### src/rtl/fetch_pkg.sv
// Shared types and default sizes for the cpu15 prefetching fetch unit.
package fetch_pkg;

   localparam int IW_DEF    = 15;
   localparam int AW_DEF    = 8;
   localparam int DEPTH_DEF = 4;

   typedef struct packed {
      logic [IW_DEF-1:0] word;
      logic [AW_DEF-1:0] pc;
   } fetch_entry_t;

endpackage

### src/rtl/fetch_pf_if.sv
// ROM port plus decoder handshake and redirect/halt controls of the fetch unit.
interface fetch_pf_if
   import fetch_pkg::*;
#(
   parameter int IW = IW_DEF,
   parameter int AW = AW_DEF
);

   logic          ROM_EN;
   logic [AW-1:0] ROM_ADDR;
   logic [IW-1:0] ROM_DATA;
   logic          IR_VALID;
   logic          IR_READY;
   logic [IW-1:0] IR_OUT;
   logic [AW-1:0] IR_PC;
   logic          JMP_EN;
   logic [AW-1:0] JMP_ADDR;
   logic          HALT;

   modport master (
      output ROM_EN, ROM_ADDR, IR_VALID, IR_OUT, IR_PC,
      input  ROM_DATA, IR_READY, JMP_EN, JMP_ADDR, HALT
   );

   modport slave (
      input  ROM_EN, ROM_ADDR, IR_VALID, IR_OUT, IR_PC,
      output ROM_DATA, IR_READY, JMP_EN, JMP_ADDR, HALT
   );

endinterface

### src/rtl/fetch_fifo.sv
// Prefetch queue: synchronous FIFO with wrap-around pointers and a flush that
// empties it in one edge. Head reads as zero while empty.
module fetch_fifo
   import fetch_pkg::*;
#(
   parameter int  DEPTH   = DEPTH_DEF,
   parameter type entry_t = fetch_entry_t,
   localparam int PTR_W   = $clog2(DEPTH),
   localparam int CNT_W   = $clog2(DEPTH + 1)
) (
   input  logic             clk,
   input  logic             rst_n,
   input  logic             push_i,
   input  logic             pop_i,
   input  logic             flush_i,
   input  entry_t           data_i,
   output entry_t           data_o,
   output logic [CNT_W-1:0] count_o,
   output logic             empty_o,
   output logic             full_o
);

   entry_t           mem_q [DEPTH];
   logic [PTR_W-1:0] wr_ptr_q, wr_ptr_d;
   logic [PTR_W-1:0] rd_ptr_q, rd_ptr_d;
   logic [CNT_W-1:0] count_q, count_d;
   logic             do_push, do_pop;

   function automatic logic [PTR_W-1:0] ptr_inc(input logic [PTR_W-1:0] p);
      return (p == PTR_W'(DEPTH - 1)) ? '0 : p + PTR_W'(1);
   endfunction

   always_comb begin
      // NOTE: every comb output gets a default first so no path can infer a latch.
      do_push  = push_i && !flush_i;
      do_pop   = pop_i && !empty_o && !flush_i;
      wr_ptr_d = wr_ptr_q;
      rd_ptr_d = rd_ptr_q;
      count_d  = count_q;
      if (flush_i) begin
         wr_ptr_d = '0;
         rd_ptr_d = '0;
         count_d  = '0;
      end else begin
         if (do_push) wr_ptr_d = ptr_inc(wr_ptr_q);
         if (do_pop)  rd_ptr_d = ptr_inc(rd_ptr_q);
         count_d = count_q + CNT_W'(do_push) - CNT_W'(do_pop);
      end
   end

   // NOTE: sequential state uses non-blocking assignments only.
   always_ff @(posedge clk or negedge rst_n) begin
      if (!rst_n) begin
         wr_ptr_q <= '0;
         rd_ptr_q <= '0;
         count_q  <= '0;
      end else begin
         wr_ptr_q <= wr_ptr_d;
         rd_ptr_q <= rd_ptr_d;
         count_q  <= count_d;
      end
   end

   // NOTE: storage is not reset; count_q alone decides what is valid.
   always_ff @(posedge clk) begin
      if (do_push) mem_q[wr_ptr_q] <= data_i;
   end

   assign empty_o = (count_q == '0);
   assign full_o  = (count_q == CNT_W'(DEPTH));
   assign count_o = count_q;
   assign data_o  = empty_o ? '0 : mem_q[rd_ptr_q];

   a_no_overflow: assert property (@(posedge clk) disable iff (!rst_n)
      !(push_i && !flush_i && !pop_i && full_o));

endmodule

### src/rtl/fetch_pf.sv
// Prefetching instruction fetch: owns the PC, tracks the one outstanding ROM
// read and feeds returned words through the prefetch queue to the decoder.
module fetch_pf
   import fetch_pkg::*;
#(
   parameter int          IW       = IW_DEF,
   parameter int          AW       = AW_DEF,
   parameter int          DEPTH    = DEPTH_DEF,
   parameter logic [AW-1:0] RESET_PC = '0
) (
   input  logic        CLK_FT,
   input  logic        RSTN_FT,
   fetch_pf_if.master  bus
);

   localparam int CNT_W = $clog2(DEPTH + 1);

   typedef struct packed {
      logic [IW-1:0] word;
      logic [AW-1:0] pc;
   } entry_t;

   logic [AW-1:0]    pc_q, pc_d;
   logic [AW-1:0]    inf_pc_q, inf_pc_d;
   logic             inflight_q, inflight_d;
   logic             issue, push, pop;
   logic             empty, full;
   logic [CNT_W-1:0] occ;
   entry_t           push_entry, head;

   always_comb begin
      // Redirect outranks everything: no issue, no push, no pop that cycle.
      issue      = !bus.HALT && !bus.JMP_EN && ((int'(occ) + int'(inflight_q)) < DEPTH);
      push       = inflight_q && !bus.JMP_EN;
      pop        = !empty && bus.IR_READY && !bus.JMP_EN;
      push_entry = '{word: bus.ROM_DATA, pc: inf_pc_q};
      pc_d       = pc_q;
      inf_pc_d   = inf_pc_q;
      inflight_d = issue;
      if (bus.JMP_EN) begin
         pc_d = bus.JMP_ADDR;
      end else if (issue) begin
         pc_d     = pc_q + AW'(1);
         inf_pc_d = pc_q;
      end
   end

   always_ff @(posedge CLK_FT or negedge RSTN_FT) begin
      if (!RSTN_FT) begin
         pc_q       <= RESET_PC;
         inf_pc_q   <= '0;
         inflight_q <= 1'b0;
      end else begin
         pc_q       <= pc_d;
         inf_pc_q   <= inf_pc_d;
         inflight_q <= inflight_d;
      end
   end

   fetch_fifo #(
      .DEPTH   (DEPTH),
      .entry_t (entry_t)
   ) u_fifo (
      .clk     (CLK_FT),
      .rst_n   (RSTN_FT),
      .push_i  (push),
      .pop_i   (pop),
      .flush_i (bus.JMP_EN),
      .data_i  (push_entry),
      .data_o  (head),
      .count_o (occ),
      .empty_o (empty),
      .full_o  (full)
   );

   assign bus.ROM_EN   = issue;
   assign bus.ROM_ADDR = pc_q;
   assign bus.IR_VALID = !empty;
   assign bus.IR_OUT   = head.word;
   assign bus.IR_PC    = head.pc;

   a_issue_room: assert property (@(posedge CLK_FT) disable iff (!RSTN_FT)
      !(issue && full));

endmodule

### src/flat_wrapper.sv
// flat-port wrapper written by rule: the top's interface ports become plain ports
module fetch_pf_flat import fetch_pkg::*;
#(
   parameter int          IW       = IW_DEF,
   parameter int          AW       = AW_DEF,
   parameter int          DEPTH    = DEPTH_DEF,
   parameter logic [AW-1:0] RESET_PC = '0
)
  (CLK_FT, RSTN_FT, bus_ROM_EN, bus_ROM_ADDR, bus_IR_VALID, bus_IR_OUT, bus_IR_PC, bus_ROM_DATA, bus_IR_READY, bus_JMP_EN, bus_JMP_ADDR, bus_HALT);
  fetch_pf_if #(.IW(IW), .AW(AW)) bus_i ();
  input  logic CLK_FT;
  input  logic RSTN_FT;
  output wire logic [$bits(bus_i.ROM_EN)-1:0] bus_ROM_EN;
  output wire logic [$bits(bus_i.ROM_ADDR)-1:0] bus_ROM_ADDR;
  output wire logic [$bits(bus_i.IR_VALID)-1:0] bus_IR_VALID;
  output wire logic [$bits(bus_i.IR_OUT)-1:0] bus_IR_OUT;
  output wire logic [$bits(bus_i.IR_PC)-1:0] bus_IR_PC;
  input wire logic [$bits(bus_i.ROM_DATA)-1:0] bus_ROM_DATA;
  input wire logic [$bits(bus_i.IR_READY)-1:0] bus_IR_READY;
  input wire logic [$bits(bus_i.JMP_EN)-1:0] bus_JMP_EN;
  input wire logic [$bits(bus_i.JMP_ADDR)-1:0] bus_JMP_ADDR;
  input wire logic [$bits(bus_i.HALT)-1:0] bus_HALT;
  assign bus_ROM_EN = bus_i.ROM_EN;
  assign bus_ROM_ADDR = bus_i.ROM_ADDR;
  assign bus_IR_VALID = bus_i.IR_VALID;
  assign bus_IR_OUT = bus_i.IR_OUT;
  assign bus_IR_PC = bus_i.IR_PC;
  assign bus_i.ROM_DATA = bus_ROM_DATA;
  assign bus_i.IR_READY = bus_IR_READY;
  assign bus_i.JMP_EN = bus_JMP_EN;
  assign bus_i.JMP_ADDR = bus_JMP_ADDR;
  assign bus_i.HALT = bus_HALT;
  fetch_pf #(.IW(IW), .AW(AW), .DEPTH(DEPTH), .RESET_PC(RESET_PC)) u_core (.CLK_FT(CLK_FT), .RSTN_FT(RSTN_FT), .bus(bus_i));
endmodule
### config.mk
export PLATFORM = sky130hd
export DESIGN_NAME = fetch_pf_flat
export DESIGN_NICKNAME = d
export VERILOG_FILES = /design/src/rtl/fetch_pkg.sv /design/src/rtl/fetch_pf_if.sv /design/src/rtl/fetch_fifo.sv /design/src/rtl/fetch_pf.sv /design/src/flat_wrapper.sv
export SDC_FILE = /design/constraint.sdc
export NUM_CORES = 1
export LEC_CHECK = 0
export CORE_MARGIN = 5
export CORE_UTILIZATION = 25
export DETAILED_ROUTE_END_ITERATION = 8
export GPL_ROUTABILITY_DRIVEN = 0
export PLACE_DENSITY_LB_ADDON = 0.25
export SLEW_MARGIN = 25
export SYNTH_ARGS = -nofsm -noshare
export SYNTH_HDL_FRONTEND = slang
export SYNTH_SLANG_ARGS = --single-unit
### constraint.sdc
create_clock -name CLK_FT -period 3.7 [get_ports CLK_FT]
set_input_delay 0.74 -clock CLK_FT [delete_from_list [all_inputs] [get_ports CLK_FT]]
set_output_delay 0.74 -clock CLK_FT [all_outputs]
set_load 0.01 [all_outputs]
==> metrics.md <==
| Metric | Value |
|---|---|
| Hold Crit Class | `flip-flop to flip-flop` |
| Status | `complete, no violations` |
| Resized Gates After CTS | `0` |
| Via Count | `2548` |
| FF+latch count, synth | `116` |
| Max Fclk | `0.295 GHz` |
| Die width | `148 µm` |
| Combinational family with the most area after synthesis | `multiplexers` |
| Total gr overflow | `0` |
| Post-synthesis xor/xnor area fraction | `less than 1%` |
| Clk Tree Root Cell | `clkbuf_16` |
| Die area | `between 0.02 and 0.025 mm²` |
| Crit path required time | `2960 ps` |
| Worst-Margin Slew | `between 800 and 900 ps` |
| Critical path depth in cells | `3` |
| Worst setup path end | `bus_IR_PC[6]` |
| CP Launch Type | `flip-flop` |
| DRT antenna net count | `0` |
| Crit path time final | `3390 ps` |
| CTS tree | `built` |
| CP peak stage delay | `950 ps` |
| Most frequent cells in the layout | `92 x edfxtp_1, 60 x clkdlybuf4s50_1, 23 x mux4_2, 23 x and2_1, 23 x dfrtp_1` |
| Number of buffers added on ports | `60` |
| Overall Global Routing Usage | `9.49%` |
| Vias in the first global route | `approximately 2800` |
| Sequential cell area fraction in the yosys report | `70.6%` |
| Area growth syn-to-layout | `29.4%` |
| Syn Inst Count | `267` |
| Nets | `~380` |
| TritonRoute pass-1 iters | `4` |
| Dpl cells | `about 550` |
| CTS clk-pin slew, worst paths | `50 ps` |
| Peak supply drop | `0.316 mV` |
| Initial antenna violation count | `0` |
| CTS H-Tree Depth | `4` |
| Syn Nets | `305` |
| Starting Density | `25.4%` |
| Max clock buf depth | `2` |
| Row cnt | `50` |
| Clock Latency Late Sink | `400 ps` |
| Post-CTS setup buffers | `0` |
| Slew HR | `40.6%` |
| Slowest cell on crit path | `dfrtp_2` |
| Synth warn | `0` |
| Finished Cell Area | `slightly above 0.006 mm²` |
| Remaining routing DRC violations | `0` |
| Pin count of the biggest net entering global routing | `27` |
| Adder-cell area share of the yosys netlist | `2.78%` |
| Pwr Density | `651 mW/mm²` |
| Post-synthesis mux area share | `13.2%` |
| R2R Path Start | `u_core.u_fifo.count_o[1]` |
| Pre-CTS setup slack | `635 ps` |
| Post-Synth Simple-Gate Area | `8.22%` |
| Critical Path AT | `2650 ps` |
| R2R cell count | `10` |
| Setup CP Type | `flip-flop to output pin` |
| Pins over their slew limit | `0` |
| Switching share of power | `25.2%` |
| Final Non-Filler Cells | `585` |
| Buffers & Inverters on Critical Path | `1` |
| Net Sw Power | `1.01 mW` |
| Cell area after synthesis | `approximately 0.0048 mm²` |
| Final Hold Slack | `511 ps` |
| Ant. Diodes | `0` |
| First-pass GRT wire length | `between 15000 and 20000 µm` |
| Routed length per placed instance | `16.6 µm` |
| Post-place instance area | `between 0.005 and 0.006 mm²` |
| Syn Area/Cell | `between 15 and 20 µm²` |
| CP Launch Point | `u_core.u_fifo.rd_ptr_q[0]` |
| Share of layout cells above drive strength 1 | `~20%` |
| Die height | `148 µm` |
| Setup violators final | `0` |
| Fin crit share | `91.5%` |
| Setup TNS | `0 ps` |
| Total wire length | `9680 µm` |
| Maxcap violations | `0` |
| CTS Sinks | `about 120` |
| Yosys cell types | `37` |
| FF-to-FF setup slack | `slightly below 900 ps` |
| Final HPWL DP | `5890 µm` |
| Leading cell type in the layout, fill and taps excluded | `edfxtp_1` |
| Crit-path max FO | `26` |
| TritonCTS Buffers | `17` |
| Clock skew | `8.16 ps` |
| CP Cell Sequence | `mux4_2, and2_1, clkdlybuf4s50_1` |
| Core area | `0.0188 mm²` |
| DR iter-0 viols | `69` |
| Worst setup margin | `314 ps` |
| Worst r2r dst | `u_core.u_fifo.count_o[2]` |
| Largest delay share family, worst path | `flip-flops` |
| Internal power | `3.00 mW` |
| RSZ-0062 raised after global routing | `false` |
| Combinational share of power | `21.3%` |
| CP Capture Type | `output pin` |
| Static Leak | `2.12 nW` |
| # hold bufs at CTS | `0` |
| Clock network power share | `35.9%` |
| Sequential Power Share | `between 40% and 50%` |
| Post-DR vias/cell | `~4.4` |
| Io pins | `61` |
| Compound-cell area share of the yosys netlist | `3.10%` |
| Final hold vios | `0` |
## layout make-up
| type | instances | area, µm² |
|---|---|---|
| multi-input cells | 130 | 1310 |
| inverters | 9 | 33.8 |
| fillers | 1828 | 12600 |
| flip-flops and latches | 116 | 3360 |
| repair buffers | 64 | 631 |
| well taps | 234 | 293 |
| clock buffers | 27 | 513 |
| clock inverters | 5 | 22.5 |
## routing by layer
layer | vias up | global-route usage (%) | part of all wire [%]
li1 | 1188 | - | -
met1 | 1283 | 11.3 | 44
met2 | 65 | 15.5 | 50
met3 | 12 | 3.05 | 4.5
met4 | 0 | 4.90 | 1.6
met5 | - | 0 | 0
## worst min-delay path by stage
stage	start	endpoint	slack, ps	depth (start not counted)
after floorplan	RSTN_FT	u_core.bus.ROM_ADDR[0]	440	0
after global placement	u_core.inf_pc_q[0]	u_core.u_fifo.mem_q[2][0]	500	0
after detailed placement	u_core.inf_pc_q[0]	u_core.u_fifo.mem_q[1][0]	510	0
after CTS	u_core.inf_pc_q[0]	u_core.u_fifo.mem_q[3][0]	520	0
after global routing	u_core.inf_pc_q[0]	u_core.u_fifo.mem_q[2][0]	540	0
final	u_core.inf_pc_q[0]	u_core.u_fifo.mem_q[3][0]	510	0
## stage by stage
step / total power [mW] / util [%]
2_1_floorplan: 2.19 / -
3_3_place_gp: 2.62 / 30.0
3_5_place_dp: 2.63 / 30.0
4_1_cts: 4.11 / 32.9
5_1_grt: 4.24 / 32.9
6_report: 4.01 / 32.9
## flip-flops by register name, summed over array words and instances (netlist names)
| name | count |
|---|---|
| u_core.u_fifo.wr_ptr_q | 2 |
| u_core.bus.ROM_ADDR | 8 |
| u_core.u_fifo.mem_q | 92 |
| u_core.inflight_q | 1 |
| u_core.u_fifo.rd_ptr_q | 2 |
| u_core.inf_pc_q | 8 |
| u_core.u_fifo.count_o | 3 |
## logic make-up after synthesis
group / count (synthesis)
simple gates: 67
flops: 116
buf+inv: 21
mux: 33
xor+xnor: 1
compound gates: 19
fa+ha+maj: 10
## cells in the mapped netlist
master    number  share of area [%]
o211ai_1       1               0.16
nand2b_1       1               0.13
edfxtp_1      92                 58
and3_2         4               0.63
mux4_2        23                 11
xnor2_1        1               0.18
fa_1           1               0.42
o32a_4         1               0.47
or4_2          1               0.18
or2_2          1               0.13
buf_2          3               0.31
o31ai_1        4               0.63
a31oi_1        6               0.79
or4_1          4               0.63
mux2_2         8                1.9
dfrtp_1       24                 13
clkbuf_1       7               0.55
ha_1           9                2.4
and2_1        23                3.0
mux2i_1        2               0.42
a21oi_1        2               0.21
nand3_2        1               0.21
clkinv_1       1              0.079
nand2_1        6               0.47
nand4_1        1               0.13
o21ai_0        2               0.21
nor2_1        14                1.1
inv_1          8               0.63
nor3_4         1               0.34
buf_4          1               0.16
nor2b_1        3               0.39
buf_6          1               0.24
nor3_1         1               0.10
o211a_1        2               0.42
a221o_1        1               0.21
nand3_1        2               0.21
or3_1          4               0.52
## power by group through the flow
| stage | combinational (mW) | clock, mW | sequential [mW] |
|---|---|---|---|
| 2_1_floorplan | 0.538 | 0 | 1.65 |
| 3_3_place_gp | 0.877 | 0 | 1.74 |
| 3_5_place_dp | 0.884 | 0 | 1.75 |
| 4_1_cts | 0.887 | 1.49 | 1.73 |
| 5_1_grt | 0.944 | 1.55 | 1.75 |
| 6_report | 0.855 | 1.44 | 1.72 |
(Power assumes the default switching activity.)
==> edit (config.mk and constraints unchanged) <==
The package constant `IW_DEF` goes from 15 to 17.
--- a/src/rtl/fetch_pkg.sv
+++ b/src/rtl/fetch_pkg.sv
@@ -3,3 +3,3 @@
 
-   localparam int IW_DEF    = 15;
+   localparam int IW_DEF    = 17;
    localparam int AW_DEF    = 8;
Interface: changed (resized bus_IR_OUT and bus_ROM_DATA); port bits go from 61 to 65. The function was not compared with the original's and may differ.
==> edit against the unedited design <==
- first-iteration DRC count increased by 81%
- power increased by 7.6%
- routed wire length increased by 3.2%
- global-route usage down 0.46 points
- area after synthesis rose by 6.5%
- worst setup slack improved by 0.23 ns
- sequential cell count grew 8
- final cell count up 8.9%
- final area rose by 7.2%
- largest cell class unchanged
- highest routed layer unchanged
==> edit: results (changes against the unedited design) <==
- The max-slew headroom at the worst pin is 42.0% (was 40.6%).
- The number of detailed-route iterations in the first pass is 4 (unchanged).
- The cell class contributing the biggest share of worst-path delay is simple AND/OR/NAND/NOR gates (was flip-flops).
- The number of enable flip-flop cells after synthesis is 100 (was 92).
- The worst clock skew is 0.00633 ns (was 0.00816 ns).
- The maximum fanout encountered on the critical timing path is 27 (was 26).
- The number of buffers on the longest clock path was 2 (unchanged).
- Outcome: finished clean (unchanged).
- The overall global routing resource usage was 9.04% (was 9.49%).
- The total of warnings raised by yosys is 0 (unchanged).
- The async set-reset flop share out of synthesis is 19.4% (was 20.7%).
- Top post-synthesis cells by area: edfxtp_1 59%, dfrtp_1 12%, mux4_2 11%, and2_1 3.1%, ha_1 2.2% (was edfxtp_1 58%, dfrtp_1 13%, mux4_2 11%, and2_1 3.0%, ha_1 2.4%).
- The count of vias placed by the detailed router is 2660 (was 2548).
- The H-tree depth is 4 (unchanged).
- Commonest cells in the synthesized netlist: 100 x edfxtp_1, 25 x and2_1, 25 x mux4_2, 24 x dfrtp_1, 14 x nor2_1 (was 92 x edfxtp_1, 24 x dfrtp_1, 23 x and2_1, 23 x mux4_2, 14 x nor2_1).
- The proportion of synthesized chip area in sequential cells is 71.0% (was 70.6%).
- The wire length of the first global-routing pass was 16000 um (was 15400 um).
- The clock tree root driver cell was clkbuf_16 (unchanged).
- The number of buffers inserted during clock tree synthesis came to 17 (unchanged).
- The half-perimeter wire length after placement is 6420 um (was 5890 um).
- The cell type of the slowest stage on the worst timing path is or3_1 (was dfrtp_2).
- The flip-flop count of the largest register, all copies and words added is 100 (was 92).
- The cell depth of the worst hold path was 0 (unchanged).
- The dominant synthesized flop cell was edfxtp_1 (unchanged).
- The count of input and output buffers is 64 (was 60).
- The synthesized net count is 320 (was 305).
- The via count of the first global-routing pass is 2940 (was 2840).
- The summed negative setup slack over all endpoints is 0 ns (unchanged).
- The delay of the slowest cell on the worst path is 0.77 ns (was 0.95 ns).
- The share of cells above drive strength 1 came to 20.2% (was 19.9%).
- The number of different library cells in the post-synthesis netlist is 38 (was 37).
- The static leakage power is 2.24 nW (was 2.12 nW).
- The final net count is 397 (was 376).
- The initial detailed-routing violation count is 125 (was 69).
- The average routed wire per standard cell came to 15.7 um (was 16.6 um).
- The worst min-delay path category is reg -> reg (unchanged).
- The post-CTS resize count is 0 (unchanged).
- The total setup buffers inserted after CTS is 0 (unchanged).
- The switching fraction of total power is 24.6% (was 25.2%).
- The clock slew at the register clock pins of the worst setup and hold paths is 0.05 ns (about the same).
- The number of antenna diodes is 0 (unchanged).
- The peak supply drop is 0.000281 V (was 0.000316 V).
- The data arrival time of the worst path is 2.42 ns (was 2.65 ns).
- The maximum number of pins on one net before global-route repair is 28 (was 27).
-- edit: changes by cell type after synthesis --
cell / delta
edfxtp_1: +8
mux4_2: +2
and2b_1: +1
nor2b_1: -1
and2_1: +2
buf_6: +1
-- edit: final timing paths --
path                            slack (ns)                        end                      from
worst min-delay path                  0.52  u_core.u_fifo.mem_q[1][6]        u_core.inf_pc_q[6]
worst min register to register        0.52  u_core.u_fifo.mem_q[1][6]        u_core.inf_pc_q[6]
worst max-delay path                  0.54               bus_IR_PC[2]  u_core.u_fifo.count_o[1]
max in group asynchronous             2.74  u_core.u_fifo.rd_ptr_q[0]                   RSTN_FT
worst max register to register        0.94   u_core.u_fifo.count_o[2]  u_core.u_fifo.count_o[1]
min in group asynchronous             0.70         u_core.inf_pc_q[1]                   RSTN_FT
-- edit: logic make-up (layout without fill, tap and decap cells) --
| kind of cell | Yosys count | count (layout) | synth area share [%] |
|---|---|---|---|
| adder cells (fa/ha/maj) | 10 | 10 | 2.61 |
| buffers and inverters | 22 | 109 | 2.07 |
| AND/OR/NAND/NOR | 69 | 69 | 7.99 |
| multiplexers | 35 | 35 | 13.3 |
| AO/OA/AOI/OAI | 19 | 19 | 2.91 |
| flip-flops | 124 | 124 | 71.0 |
| XOR/XNOR | 1 | 1 | 0.173 |
-- edit: power by group through the flow --
stage | Sequential, W | Combinational, W | Clock [W]
floorplan | 0.00175 | 0.000572 | 0
global placement | 0.00180 | 0.00101 | 0
detailed placement | 0.00181 | 0.00102 | 0
CTS | 0.00178 | 0.00102 | 0.00160
global route | 0.00180 | 0.00108 | 0.00167
finish | 0.00178 | 0.000983 | 0.00156
-- edit: metal layers --
| layer | vias to the layer above | part of all wire, % | track usage [%] | routed length, um |
|---|---|---|---|---|
| met1 | 1335 | 44 | 11.1 | 4440 |
| met3 | 7 | 5.1 | 3.61 | 508 |
| li1 | 1248 | - | - | - |
| met5 | - | 0 | 0 | 0 |
| met4 | 0 | 0.82 | 3.31 | 82 |
| met2 | 70 | 50 | 14.4 | 4960 |
-- edit: final cells by class --
type                       instances  area, um^2
tap                              270         338
clock inverter                    10         126
sequential                       124        3600
fill                            1918       13500
multi-input combinational        134        1370
inverter                           9        33.8
timing repair buffer              71         706
clock buffer                      19         433
-- edit: stage by stage --
step / worst slack (ns) / instances / hold WS (ns) / instance area (um^2) / total power [W]
2_1_floorplan: 1.36 / 280 / 0.444 / 5080 / 0.00232
6_report: 0.543 / 637 / 0.521 / 6610 / 0.00432
5_1_grt: 0.320 / 637 / 0.548 / 6610 / 0.00455
3_3_place_gp: 0.848 / 608 / 0.498 / 6050 / 0.00281
4_1_cts: 0.429 / 637 / 0.530 / 6610 / 0.00441
3_5_place_dp: 0.805 / 608 / 0.520 / 6050 / 0.00283
